**src/rtl/fb_pkg.sv**
```systemverilog
// fb_pkg: shared framebuffer geometry, pixel/address types and fill FSM states
package fb_pkg;
  localparam int FB_W = 320;
  localparam int FB_H = 240;
  localparam int ADDR_W = 17;
  localparam int COLOR_W = 12;
  typedef logic [COLOR_W-1:0] color_t;
  typedef logic [ADDR_W-1:0] fb_addr_t;
  typedef enum logic [1:0] {IDLE, FILL, DONE} fb_state_t;
  function automatic fb_addr_t row_addr(input logic [7:0] y, input logic [8:0] x);
    return (fb_addr_t'(y) << 8) + (fb_addr_t'(y) << 6) + fb_addr_t'(x);
  endfunction
endpackage

```
**src/rtl/fb_rect_clip.sv**
```systemverilog
// fb_rect_clip: trims a rectangle's width/height to the visible framebuffer area
module fb_rect_clip
  import fb_pkg::*;
(
  input  logic [8:0] x0_i,
  input  logic [7:0] y0_i,
  input  logic [8:0] w_i,
  input  logic [7:0] h_i,
  output logic [8:0] w_o,
  output logic [7:0] h_o
);
  logic [8:0] w_room;
  logic [7:0] h_room;
  assign w_room = 9'(FB_W) - x0_i;
  assign h_room = 8'(FB_H) - y0_i;
  assign w_o = (x0_i >= 9'(FB_W)) ? '0 : (w_i < w_room ? w_i : w_room);
  assign h_o = (y0_i >= 8'(FB_H)) ? '0 : (h_i < h_room ? h_i : h_room);
endmodule

```
**src/rtl/fb_rect_fill.sv**
```systemverilog
// fb_rect_fill: row-major rectangle fill into the 320x240 framebuffer; clipping enabled by FB_RECT_CLIP_EN
module fb_rect_fill
  import fb_pkg::*;
(
  input  logic               clk,
  input  logic               rst,
  input  logic               cmd_valid,
  output logic               cmd_ready,
  input  logic [8:0]         cmd_x0,
  input  logic [7:0]         cmd_y0,
  input  logic [8:0]         cmd_w,
  input  logic [7:0]         cmd_h,
  input  logic [COLOR_W-1:0] cmd_color,
  output logic               busy,
  output logic               done,
  output logic               fb_we_o,
  output logic [ADDR_W-1:0]  fb_addr_o,
  output logic [COLOR_W-1:0] fb_wdata_o
);
  fb_state_t state_q;
  color_t color_q, wdata_q;
  fb_addr_t row_base_q, addr_q, base_d;
  logic [8:0] w_q, xcnt_q, w_d;
  logic [7:0] h_q, ycnt_q, h_d;
  logic cmd_ready_q, busy_q, done_q, we_q, last_x, last_y;
`ifdef FB_RECT_CLIP_EN
  fb_rect_clip u_clip (
    .x0_i(cmd_x0),
    .y0_i(cmd_y0),
    .w_i (cmd_w),
    .h_i (cmd_h),
    .w_o (w_d),
    .h_o (h_d)
  );
`else
  assign w_d = cmd_w;
  assign h_d = cmd_h;
`endif
  assign base_d = row_addr(cmd_y0, cmd_x0);
  assign last_x = xcnt_q == w_q - 9'd1;
  assign last_y = ycnt_q == h_q - 8'd1;
  assign cmd_ready = cmd_ready_q;
  assign busy = busy_q;
  assign done = done_q;
  assign fb_we_o = we_q;
  assign fb_addr_o = addr_q;
  assign fb_wdata_o = wdata_q;
  // Fill FSM; the write on the bus always belongs to (xcnt_q, ycnt_q), so the first pixel is issued at acceptance
  always_ff @(posedge clk) begin
    if (rst) begin
      state_q <= IDLE;
      cmd_ready_q <= 1'b1;
      busy_q <= 1'b0;
      done_q <= 1'b0;
      we_q <= 1'b0;
      addr_q <= '0;
      wdata_q <= '0;
      color_q <= '0;
      row_base_q <= '0;
      w_q <= '0;
      h_q <= '0;
      xcnt_q <= '0;
      ycnt_q <= '0;
    end else begin
      case (state_q)
        IDLE: if (cmd_valid && cmd_ready_q) begin
          color_q <= cmd_color;
          w_q <= w_d;
          h_q <= h_d;
          xcnt_q <= '0;
          ycnt_q <= '0;
          row_base_q <= base_d;
          cmd_ready_q <= 1'b0;
          busy_q <= 1'b1;
          if (w_d == '0 || h_d == '0) begin
            state_q <= DONE;
            done_q <= 1'b1;
          end else begin
            state_q <= FILL;
            we_q <= 1'b1;
            addr_q <= base_d;
            wdata_q <= cmd_color;
          end
        end
        FILL: if (last_x && last_y) begin
          we_q <= 1'b0;
          done_q <= 1'b1;
          state_q <= DONE;
        end else if (last_x) begin
          xcnt_q <= '0;
          ycnt_q <= ycnt_q + 8'd1;
          row_base_q <= row_base_q + fb_addr_t'(FB_W);
          addr_q <= row_base_q + fb_addr_t'(FB_W);
        end else begin
          xcnt_q <= xcnt_q + 9'd1;
          addr_q <= addr_q + fb_addr_t'(1);
        end
        DONE: begin
          state_q <= IDLE;
          done_q <= 1'b0;
          busy_q <= 1'b0;
          cmd_ready_q <= 1'b1;
        end
        default: state_q <= IDLE;
      endcase
    end
  end
endmodule

```
**config.mk**
```make
export PLATFORM = sky130hd
export DESIGN_NAME = fb_rect_fill
export DESIGN_NICKNAME = d
export VERILOG_FILES = /design/src/rtl/fb_pkg.sv /design/src/rtl/fb_rect_clip.sv /design/src/rtl/fb_rect_fill.sv
export SDC_FILE = /design/constraint.sdc
export NUM_CORES = 1
export LEC_CHECK = 0
export ABC_AREA = 1
export CORE_MARGIN = 4
export CORE_UTILIZATION = 50
export DETAILED_ROUTE_END_ITERATION = 7
export GPL_TIMING_DRIVEN = 0
export PLACE_DENSITY = 0.74
export SYNTH_ARGS = -nofsm -noshare
export SYNTH_HDL_FRONTEND = slang
export SYNTH_SLANG_ARGS = --single-unit
export TNS_END_PERCENT = 5
```
**constraint.sdc**
```tcl
create_clock -name clk -period 4.3 [get_ports clk]
set_input_delay 0.43 -clock clk [delete_from_list [all_inputs] [get_ports clk]]
set_output_delay 0.43 -clock clk [all_outputs]
set_load 0.005 [all_outputs]
```
==> flow_summary_export.csv, run 1 <==
group,metric,value,unit
run_status,outcome,"completed",
die,die-area,13400,sq um
synthesis,avgSynthCellArea,6.14,sq um
sta,rsz0062_at_grt,"false",
setup_path,crit_slowest_cell,"clkdlybuf4s50_1",
synthesis,syn-cell-area,5810,sq um
global_routing,grt.total_usage,24.1,%
detailed_routing,via_count,6000,
setup_path,startpoint_type,"primary input",
sta,finalMaxSlewViolations,0,
die,core,11400,sq um
sta,finalHoldViolCount,0,
clocking,clock-root-buffer,"clkbuf_16",
cells_and_area,nNetsFinal,1115,
cells_and_area,synthToLayoutAreaGrowth,22.0,%
die,io_pins,82,
clocking,ctsHoldBuffers,0,
setup_path,worstPathArrival,2.94,ns
die,rows,39,
detailed_routing,dr.pass1.iters,5,
sta,setup_ws,1.60,ns
setup_path,crit_path_cell_trace,"clkdlybuf4s50_1 -> fa_1 -> ha_1 -> inv_1 -> o31ai_1 -> nand2_1 -> nand3_1 -> a21oi_1 -> o21ai_0 -> nand2_1 -> nor2_1 -> nor2_1",
clocking,cts_resized,0,
synthesis,yosysWarnings,0,
global_routing,antenna_found_initial,0,
setup_path,cp.required,4.54,ns
power_and_ir_drop,leakage,3.43,nW
sta,setup_viol,0,
global_routing,grt_start_max_net_pins,13,
setup_path,startpoint,"cmd_y0[0]",
setup_path,endpoint_kind,"flop",
setup_path,rrSetupSlack,1.89,ns
setup_path,cp_max_fo,6,
synthesis,syn_nets,1023,
synthesis,ys_types,37,
setup_path,crit_end,"fb_addr_o[14]",
setup_path,worstSetupPathDepth,12,
clocking,post-cts-setup-buffers,0,
sta,fin_hold_ws,0.492,ns
power_and_ir_drop,ir_drop,0.000244,V
sta,slew_headroom,58.9,%
setup_path,critPathBufInv,2,
clocking,clock_latency,0.34,ns
sta,max_freq,0.370,GHz
die,start_util,50.9,%
synthesis,syn_inst,947,
place,routabilityCongestion,0.904,
synthesis,synth-seq-area-share,29.6,%
clocking,cts_tree,"yes",
detailed_routing,wl,15500,um
cells_and_area,num_antenna_cells,0,
clocking,cts_num_sinks,86,
detailed_routing,drc,0,
place,port_buffers,81,
setup_path,r2r-end,"fb_addr_o[6]",
synthesis,synth_area_leaders,"dfxtp_1 (30%), nand2_1 (19%), nor2_1 (10%)",
cells_and_area,layout-drive-gt1-share,4.79,%
power_and_ir_drop,power_density,561,nW/um^2
setup_path,crit_family,"adder cells",
global_routing,grt-ovfl-total,0,
die,dieWidth,116,um
sta,tightest_slew,0.617,ns
global_routing,grt_pass1_vias,5488,
cells_and_area,fill_cells,1138,
setup_path,reg2reg_from,"w_q[0]",
cells_and_area,fin_area,7090,sq um
global_routing,grt_pass1_wl,25900,um
synthesis,synth_top_cell_area_share,29.6,%
setup_path,max_stage_delay,0.45,ns
min_path,hold_class,"flop to flop",
synthesis,synth_area_leader_cell,"dfxtp_1",
setup_path,r2r_cells,16,
place,dp_slack,1.29,ns
place,placed_area,6800,sq um
setup_path,crit_type,"primary input to flop",
sta,min_period,2.70,ns
die,die_h,116,um
place,dp_hpwl,12000,um
detailed_routing,drt_iter0_drc,456,
sta,fin_crit_sh,62.8,%
synthesis,ys_ff_latch,86,
clocking,clk_pin_slew,0.06,ns
sta,skew,0.00437,ns
cells_and_area,final_util,62.1,%
clocking,clockBufferDepth,2,
sta,finalSetupTns,0,ns
flow_run,cap_violations,0,
detailed_routing,vias_per_cell,5.06,
detailed_routing,ant_nets,0,
clocking,cts_buffers,9,
detailed_routing,wl_per_cell,13.1,um
clocking,htreeDepth,3,
## tightest hold or removal path, cell delays in order (launching register included)
cell	delay, ns
dfxtp_1	0.32
nand2_1	0.07
a21oi_1	0.05
## worst min path at each step
stage / start / endpoint / slack [ns] / cells past startpoint
after CTS: fb_we_o / fb_we_o / 0.49 / 2
after global placement: state_q[0] / state_q[0] / 0.48 / 2
final: fb_we_o / fb_we_o / 0.49 / 2
after global routing: fb_we_o / fb_we_o / 0.53 / 2
after detailed placement: fb_we_o / fb_we_o / 0.47 / 2
after floorplan: fb_we_o / fb_we_o / 0.45 / 2
## logic make-up after synthesis
kind of cell / Yosys count / share of synthesized area, %
compound gates: 108 / 9.82
xor+xnor: 27 / 4.07
buf+inv: 140 / 9.80
simple gates: 559 / 40.6
flops: 86 / 29.6
fa+ha+maj: 27 / 6.07
## cell usage in the layout (no fill, tap or decap), types with 4 or more instances in the layout
cell type        instances
clkbuf_16                9
nand3b_1                 4
clkbuf_8                 4
nor4_1                   4
inv_1                  106
buf_2                    5
nand2_1                289
nand3_2                  4
clkbuf_1                17
ha_1                    25
nand3_1                 63
clkdlybuf4s50_1         81
nor2_1                 159
nor3_1                  11
buf_4                    6
nand4_1                 11
a21oi_1                 42
xnor2_1                  7
xor2_1                  20
o21ai_0                 54
nor2_2                   4
dfxtp_1                 86
## where the power goes
group          leakage (nW)  internal (mW)  total (mW)  switching, mW
logic                  2.58          0.782        1.97           1.19
registers             0.709           1.03        1.24          0.202
clock network         0.142          0.453       0.768          0.315
## layout make-up
| cell class | instances | area (sq um) | share of cell area (%) |
|---|---|---|---|
| well taps | 143 | 179 | 2.52 |
| multi-input cells | 721 | 3520 | 49.7 |
| inverters | 109 | 409 | 5.77 |
| repair buffers | 81 | 811 | 11.4 |
| plain buffers | 31 | 160 | 2.26 |
| flip-flops and latches | 86 | 1720 | 24.3 |
| clock buffers | 15 | 288 | 4.06 |
## flip-flops by register name, indices dropped and copies added (netlist names)
signal,cells
busy,1
fb_addr_o,17
cmd_ready,1
state_q,2
fb_wdata_o,12
done,1
w_q,9
fb_we_o,1
xcnt_q,9
row_base_q,17
h_q,8
ycnt_q,8
## through the flow
step	cells	power [mW]
2_1_floorplan	947	2.59
4_1_cts	1186	3.98
3_5_place_dp	1171	3.20
6_report	1186	3.98
5_1_grt	1186	4.35
3_3_place_gp	1171	3.18
## Yosys cell counts (all sizes together)
cell type / count
a21oi: 43
nor4: 4
a21o: 2
ha: 25
dfxtp: 86
xnor2: 7
or2: 1
o31ai: 2
xor2: 20
nand3b: 4
nand3: 70
clkbuf: 15
o21ai: 57
inv: 109
nand4: 11
a211oi: 1
nor2: 165
buf: 16
nand2: 293
o41ai: 1
o221a: 1
fa: 2
nor3: 11
a31o: 1
## per-layer routing
metal,up-vias,routed length [um],global-route usage (%)
li1,3173,-,-
met2,119,6720,36.7
met1,2691,7780,34.4
met3,17,782,4.23
met5,-,0,0
met4,0,231,8.04
No activity file was read; power rests on OpenSTA's default activity.
==> run 2, diff against run 1 <==
==> constraint.sdc (replaced) <==
create_clock -name clk -period 2.5 [get_ports clk]
set_input_delay 0.25 -clock clk [delete_from_list [all_inputs] [get_ports clk]]
set_output_delay 0.25 -clock clk [all_outputs]
set_load 0.005 [all_outputs]
==> run 2 against run 1 <==
Compared with the run above: cell count is 0.42% higher; largest power group unchanged; largest cell class unchanged; critical path type unchanged; sequential share of layout area is 0.35 points lower; clock power is 72% higher; combinational power is 76% higher; flip-flop and latch count stayed put.
==> flow_summary_export.csv, run 2 (synthesized netlist as in run 1, its figures left out) <==
group,metric,value,unit
detailed_routing,drc,0,
cells_and_area,synthToLayoutAreaGrowth,23.8,%
power_and_ir_drop,clkPwrFrac,19.0,%
sta,slew_headroom,57.1,%
detailed_routing,via_count,6061,
detailed_routing,ant_nets,0,
sta,rsz0062_at_grt,"true",
place,port_buffers,81,
clocking,cts_num_sinks,86,
sta,min_period,2.34,ns
cells_and_area,num_antenna_cells,0,
clocking,clockBufferDepth,2,
global_routing,antenna_found_initial,0,
flow_run,cap_violations,0,
cells_and_area,nNetsFinal,1120,
setup_path,startpoint,"cmd_x0[8]",
setup_path,critPathBufInv,3,
power_and_ir_drop,ir_drop,0.000419,V
place,dp_hpwl,12000,um
global_routing,grt_pass1_wl,25900,um
power_and_ir_drop,seqPwrFrac,30.8,%
setup_path,endpoint_kind,"flop",
cells_and_area,most-common-layout-cells,"nand2_1 (288), nor2_1 (156), inv_1 (105)",
die,dieWidth,116,um
die,rows,39,
power_and_ir_drop,comb_power_share,50.2,%
sta,max_freq,0.428,GHz
setup_path,cp_common_cell,"nand2_1",
min_path,hp-start,"cmd_color[10]",
detailed_routing,vias_per_cell,5.09,
cells_and_area,final_cells,1191,
sta,finalHoldViolCount,0,
clocking,cts_buffers,9,
setup_path,worstPathArrival,2.57,ns
die,start_util,50.9,%
setup_path,cp_max_fo,4,
clocking,cts_tree,"yes",
power_and_ir_drop,power_density,961,nW/um^2
setup_path,startpoint_type,"primary input",
power_and_ir_drop,internal_power,3.94,mW
place,routabilityCongestion,0.904,
sta,skew,0.00524,ns
global_routing,grt_start_max_net_pins,13,
cells_and_area,final_util,63.0,%
detailed_routing,wl_per_cell,13.2,um
detailed_routing,drt_iter0_drc,474,
detailed_routing,wl,15700,um
sta,tightest_slew,0.643,ns
setup_path,rrSetupSlack,0.18,ns
setup_path,cp.required,2.74,ns
die,die-area,13400,sq um
clocking,ctsHoldBuffers,0,
cells_and_area,final_common_cell,"nand2_1",
die,io_pins,82,
clocking,htreeDepth,3,
setup_path,max_stage_delay,0.51,ns
min_path,hold_class,"primary input to flop",
global_routing,grt-ovfl-total,0,
die,die_h,116,um
setup_path,crit_slowest_cell,"fa_1",
setup_path,crit_type,"primary input to flop",
power_and_ir_drop,p_sw,2.98,mW
detailed_routing,dr.pass1.iters,5,
setup_path,crit_path_cell_trace,"clkdlybuf4s50_1 -> fa_1 -> inv_1 -> fa_1 -> inv_2 -> nand4_1 -> nand3_2 -> a21o_1 -> nand2_1 -> nand2_1 -> nand2_1 -> nand3_1 -> nand2_1 -> nor2_1 -> nor2_1",
setup_path,crit_family,"adder cells",
global_routing,grt.total_usage,24.1,%
sta,finalMaxSlewViolations,0,
setup_path,reg2reg_from,"w_q[0]",
die,core,11400,sq um
run_status,outcome,"completed",
place,dp_cells,1171,
power_and_ir_drop,switching_share,43.0,%
cells_and_area,layout-drive-gt1-share,6.20,%
global_routing,grt_pass1_vias,5488,
clocking,clock-root-buffer,"clkbuf_16",
sta,fin_crit_sh,93.4,%
power_and_ir_drop,leakage,3.48,nW
clocking,clock_latency,0.34,ns
sta,setup_viol,0,
cells_and_area,fill_cells,1133,
clocking,clk_pin_slew,0.06,ns
## run 2: changes by cell type in the layout (fill, tap and decap cells not counted), moves of 2 or more
cell	before	now
ha_1	25	23
clkdlybuf4s50_1	81	79
nor2_1	159	156
buf_6	2	4
ha_2	0	2
nor2_2	4	7
dlymetal6s2s_1	0	2
## run 2: final timing paths
| check | endpoint | depth (start not counted) |
|---|---|---|
| max | row_base_q[15] | 15 |
| min reg2reg | fb_we_o | 2 |
| max reg2reg | row_base_q[6] | 15 |
| min | fb_wdata_o[10] | 3 |
## run 2: metrics by stage
| step | setup TNS, ns | cell area [sq um] | worst slack (ns) | hold WS [ns] | power (mW) |
|---|---|---|---|---|---|
| detailed placement | -2.86 | 6800 | -0.331 | 0.471 | 5.50 |
| CTS | 0 | 7090 | 0.0418 | 0.481 | 6.84 |
| global placement | -2.65 | 6800 | -0.333 | 0.478 | 5.47 |
| floorplan | 0 | 5810 | 0.369 | 0.319 | 4.46 |
| global route | -0.0434 | 7190 | -0.0353 | 0.497 | 7.56 |
| finish | 0 | 7190 | 0.165 | 0.491 | 6.91 |
## run 2: area by class of cell
type / count / area, sq um / share of cell area, %
Clock buffer: 15 / 288 / 4.00
Multi-Input combinational cell: 722 / 3570 / 49.7
Timing Repair Buffer: 85 / 846 / 11.8
Sequential cell: 86 / 1720 / 23.9
Tap cell: 143 / 179 / 2.49
Inverter: 109 / 409 / 5.69
Buffer: 31 / 178 / 2.47
## run 2: worst min-delay path: cells and delay by family
family / cells / cell delay, ns
buffers and inverters: 1 / 0.40
and+or+nand+nor: 2 / 0.15
## run 2: metal layers
layer | track usage, % | wire length, um | vias to the layer above
met5 | 0 | 0 | -
met3 | 4.23 | 918 | 17
met1 | 34.4 | 7740 | 2704
met2 | 36.7 | 6790 | 149
met4 | 8.04 | 222 | 0
li1 | - | - | 3191
## run 2: repair_timing
action,CTS,global route
setup endpoints to repair,0,54
resized for setup,0,18
setup buffers,0,4
## run 2: power groups by stage
stage | sequential, mW | combinational, mW | clock, mW
CTS | 2.12 | 3.39 | 1.34
finish | 2.13 | 3.47 | 1.32
floorplan | 2.08 | 2.37 | 0
detailed placement | 2.15 | 3.36 | 0
global placement | 2.13 | 3.33 | 0
global route | 2.18 | 3.97 | 1.40
